$ cat src/rtl/stream_pattern_source_pkg.sv
// Shared definitions for the stream pattern source.
// Holds the mode and state encodings, the word signatures, the LFSR polynomial,
// the command field positions and small helpers used by the top and the generator.
package stream_pattern_source_pkg;

  localparam int DATA_W = 128;
  localparam int CNT_W  = 32;

  // Command word field positions
  localparam int CMD_N_LSB    = 0;
  localparam int CMD_SEED_LSB = 32;
  localparam int CMD_MODE_LSB = 64;

  localparam logic [31:0] DATA_SIG    = 32'h42424242;
  localparam logic [31:0] TRAILER_SIG = 32'hDEADBEEF;
  localparam logic [31:0] LFSR_POLY   = 32'h80200003;

  typedef enum logic [1:0] {
    MODE_INC   = 2'd0,
    MODE_LFSR  = 2'd1,
    MODE_CONST = 2'd2
  } mode_e;

  typedef enum logic [1:0] {
    IDLE    = 2'd0,
    DATA    = 2'd1,
    TRAILER = 2'd2
  } state_e;

  // The unused encoding 3 behaves like increment mode.
  function automatic mode_e decode_mode(input logic [1:0] raw);
    case (raw)
      2'd1:    return MODE_LFSR;
      2'd2:    return MODE_CONST;
      default: return MODE_INC;
    endcase
  endfunction

  // One step of the right-shifting Galois LFSR.
  function automatic logic [31:0] lfsr_next(input logic [31:0] v);
    return (v >> 1) ^ (v[0] ? LFSR_POLY : 32'h0);
  endfunction

endpackage

$ cat src/rtl/stream_pattern_source_if.sv
// Stream bundle for the pattern source: command stream in, data stream out,
// and the burst status outputs.
//   master : seen by the pattern source (drives s1i_rdy, s1o_*, busy, words_sent)
//   slave  : seen by the host side
interface stream_pattern_source_if;
  import stream_pattern_source_pkg::*;

  logic              s1i_valid;
  logic              s1i_rdy;
  logic [DATA_W-1:0] s1i_data;
  logic              s1o_valid;
  logic              s1o_rdy;
  logic [DATA_W-1:0] s1o_data;
  logic              busy;
  logic [CNT_W-1:0]  words_sent;

  modport master (
    input  s1i_valid, s1i_data, s1o_rdy,
    output s1i_rdy, s1o_valid, s1o_data, busy, words_sent
  );

  modport slave (
    output s1i_valid, s1i_data, s1o_rdy,
    input  s1i_rdy, s1o_valid, s1o_data, busy, words_sent
  );
endinterface

$ cat src/rtl/stream_pattern_gen.sv
// Pattern register for the stream pattern source.
//   clk, rst  : clock and synchronous active-high reset
//   load_i    : load seed_i / mode_i (LFSR mode maps a zero seed to 1)
//   seed_i    : starting pattern value
//   mode_i    : increment, LFSR or constant
//   advance_i : step the pattern to its next value in the loaded mode
//   pat_o     : current pattern value
module stream_pattern_gen
  import stream_pattern_source_pkg::*;
(
  input  logic        clk,
  input  logic        rst,
  input  logic        load_i,
  input  logic [31:0] seed_i,
  input  mode_e       mode_i,
  input  logic        advance_i,
  output logic [31:0] pat_o
);

  logic [31:0] pat_q, pat_d;
  mode_e       mode_q, mode_d;

  // An all-zero LFSR would lock up, so a zero seed starts it at 1.
  always_comb begin
    pat_d  = pat_q;
    mode_d = mode_q;
    if (load_i) begin
      mode_d = mode_i;
      pat_d  = (mode_i == MODE_LFSR && seed_i == 32'h0) ? 32'h1 : seed_i;
    end else if (advance_i) begin
      case (mode_q)
        MODE_LFSR:  pat_d = lfsr_next(pat_q);
        MODE_CONST: pat_d = pat_q;
        default:    pat_d = pat_q + 32'd1;
      endcase
    end
  end

  always_ff @(posedge clk) begin
    if (rst) begin
      pat_q  <= 32'h0;
      mode_q <= MODE_INC;
    end else begin
      pat_q  <= pat_d;
      mode_q <= mode_d;
    end
  end

  assign pat_o = pat_q;

endmodule

$ cat src/rtl/stream_pattern_source.sv
// Host-commanded 128-bit stream transmitter. One command word {mode, seed, N}
// starts a burst of N pattern words followed by a trailer carrying the 32-bit
// sum of the patterns sent.
//   clk, rst : shared stream clock, synchronous active-high reset
//   strm_io  : command stream in (s1i_*), data stream out (s1o_*), busy, words_sent
module stream_pattern_source
  import stream_pattern_source_pkg::*;
(
  input  logic                     clk,
  input  logic                     rst,
  stream_pattern_source_if.master  strm_io
);

  state_e           state_q, state_d;
  logic [CNT_W-1:0] n_q, n_d;
  logic [CNT_W-1:0] seq_q, seq_d;
  logic [CNT_W-1:0] words_sent_q, words_sent_d;
  logic [CNT_W-1:0] checksum_q, checksum_d;
  logic [31:0]      pat;
  logic             accept, out_hs, data_hs;
  logic             unused_cmd_bits;

  assign unused_cmd_bits = ^strm_io.s1i_data[DATA_W-1:CMD_MODE_LSB+2];

  assign strm_io.s1i_rdy = (state_q == IDLE) && !rst;
  assign accept          = strm_io.s1i_valid && strm_io.s1i_rdy;
  assign out_hs          = strm_io.s1o_valid && strm_io.s1o_rdy;
  assign data_hs         = out_hs && (state_q == DATA);

  stream_pattern_gen u_gen (
    .clk       (clk),
    .rst       (rst),
    .load_i    (accept),
    .seed_i    (strm_io.s1i_data[CMD_SEED_LSB +: 32]),
    .mode_i    (decode_mode(strm_io.s1i_data[CMD_MODE_LSB +: 2])),
    .advance_i (data_hs),
    .pat_o     (pat)
  );

  // Output word is built only from registers, so it holds while stalled.
  always_comb begin
    strm_io.s1o_valid  = (state_q != IDLE);
    strm_io.busy       = (state_q != IDLE);
    strm_io.words_sent = words_sent_q;
    case (state_q)
      DATA:    strm_io.s1o_data = {DATA_SIG, seq_q, ~pat, pat};
      TRAILER: strm_io.s1o_data = {TRAILER_SIG, n_q, 32'h0, checksum_q};
      default: strm_io.s1o_data = '0;
    endcase
  end

  // Next state and counters. The last data word is the one with seq == N-1;
  // seq therefore never wraps even for N = 0xFFFFFFFF.
  always_comb begin
    state_d      = state_q;
    n_d          = n_q;
    seq_d        = seq_q;
    words_sent_d = words_sent_q;
    checksum_d   = checksum_q;
    case (state_q)
      IDLE: begin
        if (accept) begin
          n_d          = strm_io.s1i_data[CMD_N_LSB +: CNT_W];
          seq_d        = '0;
          words_sent_d = '0;
          checksum_d   = '0;
          state_d      = (n_d != '0) ? DATA : TRAILER;
        end
      end
      DATA: begin
        if (out_hs) begin
          checksum_d   = checksum_q + pat;
          seq_d        = seq_q + 32'd1;
          words_sent_d = words_sent_q + 32'd1;
          if (seq_q == n_q - 32'd1) state_d = TRAILER;
        end
      end
      TRAILER: begin
        if (out_hs) state_d = IDLE;
      end
      default: state_d = IDLE;
    endcase
  end

  always_ff @(posedge clk) begin
    if (rst) begin
      state_q      <= IDLE;
      n_q          <= '0;
      seq_q        <= '0;
      words_sent_q <= '0;
      checksum_q   <= '0;
    end else begin
      state_q      <= state_d;
      n_q          <= n_d;
      seq_q        <= seq_d;
      words_sent_q <= words_sent_d;
      checksum_q   <= checksum_d;
    end
  end

endmodule

$ cat src/flat_wrapper.sv
// flat-port wrapper written by rule: the top's interface ports become plain ports
module stream_pattern_source_flat import stream_pattern_source_pkg::*;
  (clk, rst, strm_io_s1i_valid, strm_io_s1i_data, strm_io_s1o_rdy, strm_io_s1i_rdy, strm_io_s1o_valid, strm_io_s1o_data, strm_io_busy, strm_io_words_sent);
  stream_pattern_source_if strm_io_i ();
  input  logic clk;
  input  logic rst;
  input wire logic [$bits(strm_io_i.s1i_valid)-1:0] strm_io_s1i_valid;
  input wire logic [$bits(strm_io_i.s1i_data)-1:0] strm_io_s1i_data;
  input wire logic [$bits(strm_io_i.s1o_rdy)-1:0] strm_io_s1o_rdy;
  output wire logic [$bits(strm_io_i.s1i_rdy)-1:0] strm_io_s1i_rdy;
  output wire logic [$bits(strm_io_i.s1o_valid)-1:0] strm_io_s1o_valid;
  output wire logic [$bits(strm_io_i.s1o_data)-1:0] strm_io_s1o_data;
  output wire logic [$bits(strm_io_i.busy)-1:0] strm_io_busy;
  output wire logic [$bits(strm_io_i.words_sent)-1:0] strm_io_words_sent;
  assign strm_io_i.s1i_valid = strm_io_s1i_valid;
  assign strm_io_i.s1i_data = strm_io_s1i_data;
  assign strm_io_i.s1o_rdy = strm_io_s1o_rdy;
  assign strm_io_s1i_rdy = strm_io_i.s1i_rdy;
  assign strm_io_s1o_valid = strm_io_i.s1o_valid;
  assign strm_io_s1o_data = strm_io_i.s1o_data;
  assign strm_io_busy = strm_io_i.busy;
  assign strm_io_words_sent = strm_io_i.words_sent;
  stream_pattern_source u_core (.clk(clk), .rst(rst), .strm_io(strm_io_i));
endmodule
$ cat config.mk
export PLATFORM = sky130hd
export DESIGN_NAME = stream_pattern_source_flat
export DESIGN_NICKNAME = d
export VERILOG_FILES = /design/src/rtl/stream_pattern_source_pkg.sv /design/src/rtl/stream_pattern_source_if.sv /design/src/rtl/stream_pattern_gen.sv /design/src/rtl/stream_pattern_source.sv /design/src/flat_wrapper.sv
export SDC_FILE = /design/constraint.sdc
export NUM_CORES = 1
export LEC_CHECK = 0
export CAP_MARGIN = 20
export CORE_MARGIN = 5
export CORE_UTILIZATION = 40
export DETAILED_ROUTE_END_ITERATION = 10
export GPL_TIMING_DRIVEN = 0
export PLACE_DENSITY_LB_ADDON = 0.25
export SYNTH_ARGS = -nofsm -noshare
export SYNTH_HDL_FRONTEND = slang
export SYNTH_SLANG_ARGS = --single-unit
export TNS_END_PERCENT = 20
$ cat constraint.sdc
create_clock -name clk -period 6.5 [get_ports clk]
set_input_delay 0.65 -clock clk [delete_from_list [all_inputs] [get_ports clk]]
set_output_delay 0.65 -clock clk [all_outputs]
set_load 0.01 [all_outputs]
==> run metrics <==
outcome complete, no violations; sequential element share of the synthesized area 29.4%; most used cell along the critical path sky130_fd_sc_hd__clkbuf_1; Post-Place Worst Slack 2.38 ns; largest net degree at the start of global routing 22; total core area 27700 um^2; y dimension of the die 177 um; YS warnings 0; DRC violation count after routing 0; Synth Area in XOR/XNOR 10.3%; list of most frequent post-synthesis cells sky130_fd_sc_hd__nor2_1 (202), sky130_fd_sc_hd__dfxtp_1 (164), sky130_fd_sc_hd__nand2_1 (143), sky130_fd_sc_hd__a21oi_1 (87), sky130_fd_sc_hd__clkbuf_1 (86); multiplexer share of the synthesized area 0.269%; total power 3.96 mW; Die Outline Area 31400 um^2; CP max stage delay 0.79 ns; biggest area consumer among synthesized cells sky130_fd_sc_hd__dfxtp_1; leading register cell type out of synthesis sky130_fd_sc_hd__dfxtp_1; type of the worst min-delay path reg2reg; post-synth top area share 29.4%; total clock sinks 164; slew at the pin closest to its max-slew limit 0.995 ns; max capacitance violation total 0; number of global-route vias before repair 11400; Avg Synthesized Cell Area 7.65 um^2; EDFF count, synth 0; H-tree lvl count 4; Detailed Routing Iterations Pass 1 5; global-route total usage across every layer 26.0%; layout cells sized above 1 5.45%; adder-cell share of the synthesized area 4.43%; post-synthesis compound-gate area fraction 22.6%; first-pass GRT wire length 64.4 mm; area of the mapped netlist 11200 um^2; Min Clock Period, post-route 4.64 ns; setup tns final 0 ns; final non-filler cell area 14500 um^2; gate count after technology mapping 1462; combinational family with the most area after synthesis simple AND/OR/NAND/NOR gates; Worst setup EP type primary output; number of max-slew violations in the final report 0; portion of total power attributed to combinational logic 44.0%; Final setup viols 0; final net count 1883; number of instances resized during post-cts repair 0; total vias in the final route 12100; post-synthesis sequential element count 164; die span in x 177 um; setup repair after global routing missed its margin false; total clock buffers created by CTS 17; final clock skew 0.0153 ns; cell with the largest stage delay on the worst path sky130_fd_sc_hd__clkbuf_1; TritonCTS clock tree done; Detail Route Antenna Nets 0; number of rows created at floorplan 61; Leak Pwr 5.53 nW; relative contribution of sequential cells to total power 30.1%; Fmax achieved 215 MHz; Top-Level Pins 295; worst slew margin relative to its limit 33.7%; remaining global-route overflow 0; leading post-synthesis cells by cell area sky130_fd_sc_hd__dfxtp_1 (29%), sky130_fd_sc_hd__nor2_1 (6.8%), sky130_fd_sc_hd__a22o_1 (5.8%), sky130_fd_sc_hd__xnor2_1 (5.2%), sky130_fd_sc_hd__xor2_1 (5.0%); Filler Cell Count 2694; Placer Congestion 0.971; category of the most critical setup path reg2out; Synth cell types 68; WL per Instance 20.2 um; Final period util 71.4%; final-report hold violation count 0; net switching fraction of the power 41.0%; total of buffers placed on input and output ports 226; worst voltage drop across the vdd grid 0.000198 V; switching power 1.62 mW; cell area reported after detailed placement 13900 um^2; area added between synthesis and finish 29.9%; worst hold margin 0.479 ns; data required time of the critical path 5.85 ns; detailed-route wire length 42.5 mm; category of the worst setup path launch point flip-flop; number of setup buffers added after CTS 0; Simple-Gate Fraction of Synth Area 26.4%; clock tree root driver cell sky130_fd_sc_hd__clkbuf_16; fraction of power consumed by the clock network 26.0%; cell-by-cell listing of the critical path inv_1 -> ha_1 -> and2_1 -> clkbuf_1 -> clkbuf_1 -> a22o_1 -> clkdlybuf4s50_1; mean number of vias per cell 5.76; antenna cells 0; maximum fanout encountered on the critical timing path 21; Worst-Skew Late Latency 0.45 ns; number of antenna violations at the first check in global routing 2; Iteration-0 DRC Markers 1377; leading cell type by number of instances after synthesis sky130_fd_sc_hd__nor2_1; proportion of register bits with asynchronous set or reset after synthesis 0%; Bufs on Longest Clock Path 2; number of buffers added to fix hold violations after cts 0; Cell Pwr Density 273 nW/um^2; PnR worst setup slack 1.86 ns; starting density of the core 40.4%; internal portion of total power 2.34 mW; worst endpoint data arrival time 3.99 ns; HPWL reported at the end of detailed placement 31.8 mm; Clk pin slew, worst setup/hold paths 0.07 ns
==> registers in the layout (all words and copies together) (netlist names) <==
| name | count |
|---|---|
| u_core.u_gen.pat_o | 32 |
| u_core.seq_q | 32 |
| u_core.state_q | 2 |
| u_core.strm_io.words_sent | 32 |
| u_core.checksum_q | 32 |
| u_core.u_gen.mode_q | 2 |
| u_core.n_q | 32 |
==> per-layer routing <==
metal / wire [um] / vias up / global-route usage, % / part of all wire [%]
met3: 4110 / 95 / 5.75 / 9.7
met4: 1410 / 2 / 9.32 / 3.3
li1: - / 5740 / - / -
met1: 17700 / 5671 / 34.2 / 42
met5: 13 / - / 0 / 0.031
met2: 19200 / 610 / 42.1 / 45
==> cell usage in the layout, fill, tap and decap left out, types with 12 or more instances in the layout <==
cell and count:
sky130_fd_sc_hd__xor2_1 64, sky130_fd_sc_hd__nor2_1 202, sky130_fd_sc_hd__nor4_1 23, sky130_fd_sc_hd__dfxtp_1 164, sky130_fd_sc_hd__a31oi_1 19, sky130_fd_sc_hd__nand3b_1 33, sky130_fd_sc_hd__clkbuf_16 17, sky130_fd_sc_hd__xnor2_1 67
sky130_fd_sc_hd__nand4_1 28, sky130_fd_sc_hd__buf_4 31, sky130_fd_sc_hd__a22o_1 74, sky130_fd_sc_hd__nor3_1 27, sky130_fd_sc_hd__clkbuf_1 86, sky130_fd_sc_hd__clkdlybuf4s50_1 226, sky130_fd_sc_hd__a211oi_1 14, sky130_fd_sc_hd__o211ai_1 12
sky130_fd_sc_hd__o21ai_0 53, sky130_fd_sc_hd__inv_1 23, sky130_fd_sc_hd__or3_1 24, sky130_fd_sc_hd__nand2_1 143, sky130_fd_sc_hd__and3_1 24, sky130_fd_sc_hd__nand3_1 38, sky130_fd_sc_hd__a22oi_1 17, sky130_fd_sc_hd__ha_1 38
sky130_fd_sc_hd__a21o_1 16, sky130_fd_sc_hd__a21oi_1 87
==> power by group through the flow <==
stage	combinational, mW	sequential (mW)	clock (mW)
CTS	1.73	1.19	1.04
detailed placement	1.72	1.21	0
global placement	1.70	1.21	0
finish	1.74	1.19	1.03
global route	1.86	1.20	1.08
floorplan	1.00	1.17	0
==> critical path, delay by kind of cell, from the launching register on <==
kind	cells	cell delay, ns
AOI/OAI and AO/OA	1	0.31
adders and majority gates	1	0.62
buffers and inverters	4	2.07
DFF	1	0.33
and+or+nand+nor	1	0.22
==> final cells by class <==
cell class | count | area (um^2) | area share, %
Multi-Input combinational cell | 1140 | 7160 | 49.3
Sequential cell | 164 | 3280 | 22.6
Timing Repair Buffer | 227 | 2270 | 15.6
Buffer | 139 | 663 | 4.57
Tap cell | 378 | 473 | 3.26
Clock buffer | 17 | 425 | 2.93
Clock inverter | 15 | 156 | 1.08
Inverter | 23 | 86.3 | 0.595
==> metrics by stage <==
step	cells	utilization, %
after global routing	2103	52.4
after detailed placement	2071	50.3
final	2103	52.4
after floorplan	1466	-
after global placement	2070	50.3
after CTS	2103	52.4
==> path summary, 6_finish.rpt <==
path / startpoint / end / slack [ns] / cells past startpoint
worst max register to register: u_core.state_q[1] / u_core.strm_io.words_sent[31] / 2.95 / 13
worst min-delay path: u_core.checksum_q[31] / u_core.checksum_q[31] / 0.48 / 1
worst max-delay path: u_core.state_q[0] / strm_io_s1o_data[95] / 1.86 / 7
worst min register to register: u_core.checksum_q[31] / u_core.checksum_q[31] / 0.48 / 1
==> cells by family (layout without fill, tap and decap cells) <==
kind of cell	after synthesis	in the layout
other cells	1	5
buf+inv	162	421
xor+xnor	131	131
simple gates	596	596
flops	164	164
mux	3	3
compound gates	366	366
fa+ha+maj	39	39
(Power assumes the default switching activity.)
